$ cat src/rtl/dpi_pkg.sv
`default_nettype none
// +----------------------------------------------------------------------+
// | dpi_pkg : shared sizing defaults and FSM states for the DPI front end |
// | Rev 1.0                                                              |
// +----------------------------------------------------------------------+
package dpi_pkg;

   localparam int SID_W       = 6;
   localparam int NUM_STREAMS = 64;
   localparam int KEY_W       = 32;

   typedef enum logic [2:0] {
      ST_IDLE   = 3'd0,
      ST_LOOKUP = 3'd1,
      ST_LOAD   = 3'd2,
      ST_GAP    = 3'd3,
      ST_STREAM = 3'd4,
      ST_EOP    = 3'd5
   } state_t;

endpackage
`default_nettype wire

$ cat src/rtl/dpi_stream_dispatch_key_table.sv
`default_nettype none
// +----------------------------------------------------------------------+
// | stream_key_table : flow-key CAM with round-robin stream allocation    |
// | Rev 1.0                                                              |
// +----------------------------------------------------------------------+
module stream_key_table #(
   parameter int  KEY_W       = dpi_pkg::KEY_W,
   parameter int  NUM_STREAMS = dpi_pkg::NUM_STREAMS,
   localparam int SID_W       = $clog2(NUM_STREAMS)
) (
   input  logic             clk,
   input  logic             rst_n,
   input  logic [KEY_W-1:0] i_key,
   output logic             o_hit,
   output logic [SID_W-1:0] o_hit_sid,
   output logic [SID_W-1:0] o_alloc_sid,
   input  logic             i_we,
   input  logic [SID_W-1:0] i_wsid,
   input  logic [KEY_W-1:0] i_wkey
);
   import dpi_pkg::*;

   logic [NUM_STREAMS-1:0] r_valid;
   logic [KEY_W-1:0]       r_keys [NUM_STREAMS];
   logic [SID_W-1:0]       r_alloc_ptr;
   logic [NUM_STREAMS-1:0] w_match;
   logic                   w_hit;
   logic [SID_W-1:0]       w_hit_sid;

   generate
      for (genvar g = 0; g < NUM_STREAMS; g++) begin : g_cmp
         assign w_match[g] = r_valid[g] && (r_keys[g] == i_key);
      end
   endgenerate

   // Keys are unique, so at most one match bit is ever set.
   always_comb begin
      w_hit     = 1'b0;
      w_hit_sid = '0;
      for (int i = 0; i < NUM_STREAMS; i++) begin
         if (w_match[i]) begin
            w_hit     = 1'b1;
            w_hit_sid = i[SID_W-1:0];
         end
      end
   end

   always_ff @(posedge clk) begin
      if (!rst_n) begin
         r_valid     <= '0;
         r_alloc_ptr <= '0;
      end else if (i_we) begin
         r_valid[i_wsid] <= 1'b1;
         if (r_alloc_ptr == SID_W'(NUM_STREAMS - 1))
            r_alloc_ptr <= '0;
         else
            r_alloc_ptr <= r_alloc_ptr + SID_W'(1);
      end
   end

   always_ff @(posedge clk) begin
      if (i_we)
         r_keys[i_wsid] <= i_wkey;
   end

   assign o_hit       = w_hit;
   assign o_hit_sid   = w_hit_sid;
   assign o_alloc_sid = r_alloc_ptr;

endmodule
`default_nettype wire

$ cat src/rtl/dpi_stream_dispatch.sv
`default_nettype none
// +----------------------------------------------------------------------+
// | dpi_stream_dispatch : maps packets to stream IDs and sequences the    |
// | matcher load/stream/eop control.                       Rev 1.0       |
// +----------------------------------------------------------------------+
module dpi_stream_dispatch #(
   parameter int   KEY_W       = dpi_pkg::KEY_W,
   parameter int   NUM_STREAMS = dpi_pkg::NUM_STREAMS,
   parameter logic DEFAULT_EN  = 1'b1,
   localparam int  SID_W       = $clog2(NUM_STREAMS)
) (
   input  logic             clk,
   input  logic             rst_n,
   input  logic             in_vld,
   output logic             in_rdy,
   input  logic [7:0]       in_data,
   input  logic             in_sop,
   input  logic             in_eop,
   input  logic [KEY_W-1:0] in_key,
   input  logic             cfg_we,
   input  logic [SID_W-1:0] cfg_sid,
   input  logic             cfg_en,
   output logic             load_state,
   output logic             new_stream_id,
   output logic [SID_W-1:0] stream_id,
   output logic             enable,
   output logic [7:0]       char_in,
   output logic             char_in_vld,
   output logic             eop,
   output logic [15:0]      err_cnt
);
   import dpi_pkg::*;

   state_t                 r_state;
   logic [KEY_W-1:0]       r_key;
   logic                   r_load_state;
   logic                   r_new;
   logic [SID_W-1:0]       r_sid;
   logic                   r_enable;
   logic                   r_eop;
   logic [15:0]            r_err_cnt;
   logic [NUM_STREAMS-1:0] r_en;

   logic                   w_hit;
   logic [SID_W-1:0]       w_hit_sid;
   logic [SID_W-1:0]       w_alloc_sid;
   logic [SID_W-1:0]       w_lookup_sid;
   logic                   w_lookup_en;
   logic                   w_tbl_we;
   logic                   w_in_rdy;
   logic [7:0]             w_char_in;
   logic                   w_char_vld;

   stream_key_table #(
      .KEY_W       (KEY_W),
      .NUM_STREAMS (NUM_STREAMS)
   ) u_key_table (
      .clk         (clk),
      .rst_n       (rst_n),
      .i_key       (r_key),
      .o_hit       (w_hit),
      .o_hit_sid   (w_hit_sid),
      .o_alloc_sid (w_alloc_sid),
      .i_we        (w_tbl_we),
      .i_wsid      (r_sid),
      .i_wkey      (r_key)
   );

   assign w_lookup_sid = w_hit ? w_hit_sid : w_alloc_sid;

   // A cfg write landing in the LOOKUP cycle is forwarded so it still counts for this LOAD.
   assign w_lookup_en = !w_hit ? DEFAULT_EN :
                        (cfg_we && (cfg_sid == w_hit_sid)) ? cfg_en : r_en[w_hit_sid];

   assign w_tbl_we = (r_state == ST_LOAD) && r_new;

   always_ff @(posedge clk) begin
      if (!rst_n) begin
         r_state      <= ST_IDLE;
         r_key        <= '0;
         r_load_state <= 1'b0;
         r_new        <= 1'b0;
         r_sid        <= '0;
         r_enable     <= 1'b0;
         r_eop        <= 1'b0;
         r_err_cnt    <= '0;
      end else begin
         r_load_state <= 1'b0;
         r_eop        <= 1'b0;
         case (r_state)
            ST_IDLE: begin
               if (in_vld && in_sop) begin
                  r_key   <= in_key;
                  r_state <= ST_LOOKUP;
               end else if (in_vld && (r_err_cnt != 16'hFFFF)) begin
                  r_err_cnt <= r_err_cnt + 16'd1;
               end
            end
            ST_LOOKUP: begin
               r_load_state <= 1'b1;
               r_new        <= ~w_hit;
               r_sid        <= w_lookup_sid;
               r_enable     <= w_lookup_en;
               r_state      <= ST_LOAD;
            end
            ST_LOAD:   r_state <= ST_GAP;
            ST_GAP:    r_state <= ST_STREAM;
            ST_STREAM: begin
               if (in_vld && in_eop) begin
                  r_eop   <= 1'b1;
                  r_state <= ST_EOP;
               end
            end
            ST_EOP:    r_state <= ST_IDLE;
            default:   r_state <= ST_IDLE;
         endcase
      end
   end

   // Allocation is written after cfg so it wins on a same-sid collision.
   always_ff @(posedge clk) begin
      if (!rst_n) begin
         r_en <= {NUM_STREAMS{DEFAULT_EN}};
      end else begin
         if (cfg_we)
            r_en[cfg_sid] <= cfg_en;
         if (w_tbl_we)
            r_en[r_sid] <= DEFAULT_EN;
      end
   end

   always_comb begin
      w_in_rdy   = 1'b0;
      w_char_in  = '0;
      w_char_vld = 1'b0;
      case (r_state)
         ST_IDLE:   w_in_rdy = in_vld & ~in_sop;
         ST_STREAM: begin
            w_in_rdy   = 1'b1;
            w_char_in  = in_data;
            w_char_vld = in_vld;
         end
         default:   w_in_rdy = 1'b0;
      endcase
   end

   assign in_rdy        = w_in_rdy;
   assign char_in       = w_char_in;
   assign char_in_vld   = w_char_vld;
   assign load_state    = r_load_state;
   assign new_stream_id = r_new;
   assign stream_id     = r_sid;
   assign enable        = r_enable;
   assign eop           = r_eop;
   assign err_cnt       = r_err_cnt;

endmodule
`default_nettype wire

$ cat config.mk
export PLATFORM = sky130hd
export DESIGN_NAME = dpi_stream_dispatch
export DESIGN_NICKNAME = d
export VERILOG_FILES = /design/src/rtl/dpi_pkg.sv /design/src/rtl/dpi_stream_dispatch_key_table.sv /design/src/rtl/dpi_stream_dispatch.sv
export SDC_FILE = /design/constraint.sdc
export NUM_CORES = 2
export LEC_CHECK = 0
export BUFFER_PORTS_ARGS = -buffer_cell sky130_fd_sc_hd__buf_2
export CORE_MARGIN = 2
export CORE_UTILIZATION = 64
export CTS_CLUSTER_DIAMETER = 150
export DETAILED_ROUTE_END_ITERATION = 8
export PLACE_DENSITY = 0.81
export RECOVER_POWER = 50
export SYNTH_ARGS = -nofsm -noshare
export SYNTH_HDL_FRONTEND = slang
export SYNTH_SLANG_ARGS = --single-unit
$ cat constraint.sdc
create_clock -name clk -period 6.24 [get_ports clk]
set_clock_uncertainty 0.05 [all_clocks]
set_input_delay 1.248 -clock clk [delete_from_list [all_inputs] [get_ports clk]]
set_output_delay 1.248 -clock clk [all_outputs]
set_load 0.02 [all_outputs]
==> flow_summary.toml <==
[setup_path]
worstPathArrival_ns = 6.83
required_ns = 6.96
rr_worst_depth = 17
timing.critical_path.cells = "buf_4 > xor2_1 > nor4_1 > nand4_1 > or4_1 > o2111a_1 > a221oi_1 > o2111ai_1 > nor3_2 > buf_4 > or2_1 > nor4_1 > or3_1 > a21oi_1 > o21ai_1 > a211o_1 > o31ai_2"
slowest_delay_ns = 0.92
critical_path.startpoint_type = "register"
critPathSlowestCell = "dfxtp_1"
timing.setup.critical_path_class = "register to register"
critPathCaptureType = "register"
critPathMaxFanout = 25

[placement]
gpl.final_weighted_congestion = 0.969
place.port_buffers = 88
hpwl_um = 191000

[cts]
clkTransAtPathRegs_ns = 0.07
total_cts_buffers = 217
ctsRootBufferMaster = "clkbuf_16"
cts_sinks = 2243
worstSkewPairLatency_ns = 0.87
cts_setup_buffers = 0
cts_tree = "yes"
cts.repair.resized = 0
max-clock-path-buffers = 3
clock_tree.htree_level_count = 4
hold_buffers = 0

[global_routing]
globalRoute.totalOverflow = 0
number_of_antenna_violations_at_the_first_check_in_global_routing = 10
grt_first_pass_wirelength_um = 433000
number_of_global_route_vias_before_repair = 65000
largest_net_degree_at_the_start_of_global_routing = 74
global_route.usage.total_pct = 36.2

[yosys]
post_synth_edffs = 2048
post_synth_inst_count = 7267
synth_compound_area_share_pct = 2.42
adder_cell_fraction_of_synth_area_pct = 0.0245
synth_cell_type_count = 94
synthesis_warnings = 0
synth.top_cells.by_area = "edfxtp_1 60%, xor2_1 14%, nor4_1 4.2%"
postSynthNetCount = 7322
synthesis.area_um2 = 102000
dominantRegCellSynth = "edfxtp_1"
yosys-mux-area-fraction_pct = 0.222
yosys.area_share.simple_pct = 13.1
combinational_family_with_the_most_area_after_synthesis = "XOR/XNOR gates"
synth-xor-area-share_pct = 17.7
ys_seq_elements = 2243
seq_area_frac_synth_pct = 64.0
synth_largest_type_area_fraction_pct = 60.2
async_flop_share_pct = 0
mapped_avg_cell_area_um2 = 14.1
yosysTopAreaCell = "edfxtp_1"

[run]
timing.max_cap.violations = 5

[outcome]
run_status = "complete, but fails checks"
violations = "capacitance limit, slew limit"

[sta]
worst-slew-pin-transition_ns = 4.09
rsz0062_at_grt = "false"
slew_headroom_pct = -173
slew_viol_final = 248
max_freq_mhz = 164
finalCriticalPeriod_ns = 6.11
final-hold-violation-count = 0
period_utilization_post_route_pct = 97.9
finalSetupViolCount = 0
tns_ns = 0
hold-worst-slack_ns = 0.426

[detailed_routing]
totalWireLength_um = 298000
drtAntennaViolNets = 0
initialDrtViolationCount = 9391
number_of_drc_violations_after_detailed_routing = 0
route.detailed.wl_per_inst_um = 30.2
num_vias = 66300
drt_first_pass_iters = 8
route.detailed.vias_per_inst = 6.72

[power_and_ir_drop]
pwr-share-seq_pct = 52.3
power_density_nw_per_um2 = 280
switchingPower_mw = 7.43
p_sw_share_pct = 23.4
cell_internal_power_dissipation_mw = 24.3
irDropWorstVdd_uv = 313
power_frac_comb_pct = 6.4
leakage_nw = 36.5
power_frac_clock_pct = 41.2

[die]
design.portCount = 89
fp.dieW_um = 404
fp.dieArea_um2 = 163000
fp.dieH_um = 404
placementRows = 146
placeableCoreArea_um2 = 158000
initial_utilization_pct = 64.5

[hold_path]
timing.hold.worst.class = "register to register"
hold_critical_path_depth = 1

[finish]
final_nets = 7656
layout.cells.most_common = "edfxtp_1"
most_used_cells_in_the_layout_excluding_fill_and_tap_cells = "2048 x edfxtp_1, 1595 x xor2_1, 687 x nor4_1"
drive_above_1_share_pct = 10.4
layout-area-overhead-vs-synth_pct = 11.1
[power groups by stage]
stage	Sequential (mW)	Combinational [mW]	Clock [mW]
floorplan	16.9	1.20	0
global placement	16.9	1.98	0
detailed placement	16.9	2.02	0
CTS	16.6	2.04	13.1
global route	16.6	2.13	13.7
finish	16.6	2.04	13.1
[through the flow]
step           worst slack, ns  power (mW)  util [%]  std cells  cell area (um^2)
2_1_floorplan             1.24        18.1         -       7267            102000
3_3_place_gp             0.553        18.9      67.5       9454            107000
3_5_place_dp             0.611        18.9      67.5       9454            107000
4_1_cts                  0.568        31.8      71.9       9866            114000
5_1_grt                  0.174        32.4      71.6       9868            113000
6_report                 0.130        31.7      71.6       9875            113000
[Yosys cell counts, types with 30 or more instances]
master,n
a21boi_0,44
and2_1,36
buf_2,36
buf_4,69
buf_6,124
clkbuf_1,73
dfxtp_1,195
edfxtp_1,2048
inv_1,36
nand2_1,329
nand2b_1,30
nand3_1,179
nand4_1,258
nand4b_1,119
nor2_1,152
nor3_1,140
nor4_1,689
nor4b_1,48
o21a_1,68
o21ai_0,69
or3_1,63
or4_1,64
xnor2_1,468
xor2_1,1595
[path summary, 6_finish.rpt]
path                           start                      end  slack (ns)
min          u_key_table.r_valid[38]  u_key_table.r_valid[38]        0.43
min reg2reg  u_key_table.r_valid[38]  u_key_table.r_valid[38]        0.43
max                        r_key[15]                   enable        0.13
max reg2reg                r_key[15]                   enable        0.13
[flip-flops by register name, summed over array words and instances, names as in the netlist]
| name | cells |
|---|---|
| load_state | 1 |
| u_key_table.o_alloc_sid | 6 |
| u_key_table.r_valid | 64 |
| eop | 1 |
| stream_id | 6 |
| r_state | 3 |
| enable | 1 |
| r_en | 64 |
| r_key | 32 |
| new_stream_id | 1 |
| u_key_table.r_keys | 2048 |
| err_cnt | 16 |
[worst max-delay path: cells and delay by family, from the launching register on]
family                 cells  cell delay (ns)
AO/OA/AOI/OAI              7             2.06
XOR/XNOR                   1             0.19
buffers and inverters      2             0.74
flip-flops                 1             0.92
AND/OR/NAND/NOR            7             2.01
[layer usage]
metal / GRT usage, % / wire, um / share of wire, %
met3: 6.63 / 32700 / 11
met5: 0 / 58 / 0.019
met1: 50.6 / 115000 / 39
met4: 16.7 / 15000 / 5.0
met2: 55.8 / 135000 / 45
[cell type report]
type,count,area (um^2)
fill,10100,44900
clock inverter,147,1260
sequential,2243,65500
timing repair buffer,426,3700
multi-input combinational,4675,34400
inverter,38,144
tap,2072,2590
clock buffer,265,5810
antenna,9,22.5
[cells by family (layout without fill, tap and decap cells)]
logic type / Yosys count / after routing
AO/OA/AOI/OAI: 334 / 334
XOR/XNOR: 2063 / 2063
adder cells (fa/ha/maj): 2 / 2
buffers and inverters: 349 / 876
flip-flops: 2243 / 2243
multiplexers: 22 / 22
other: 0 / 9
AND/OR/NAND/NOR: 2254 / 2254
Note: power is estimated with default switching activity, not from simulation.
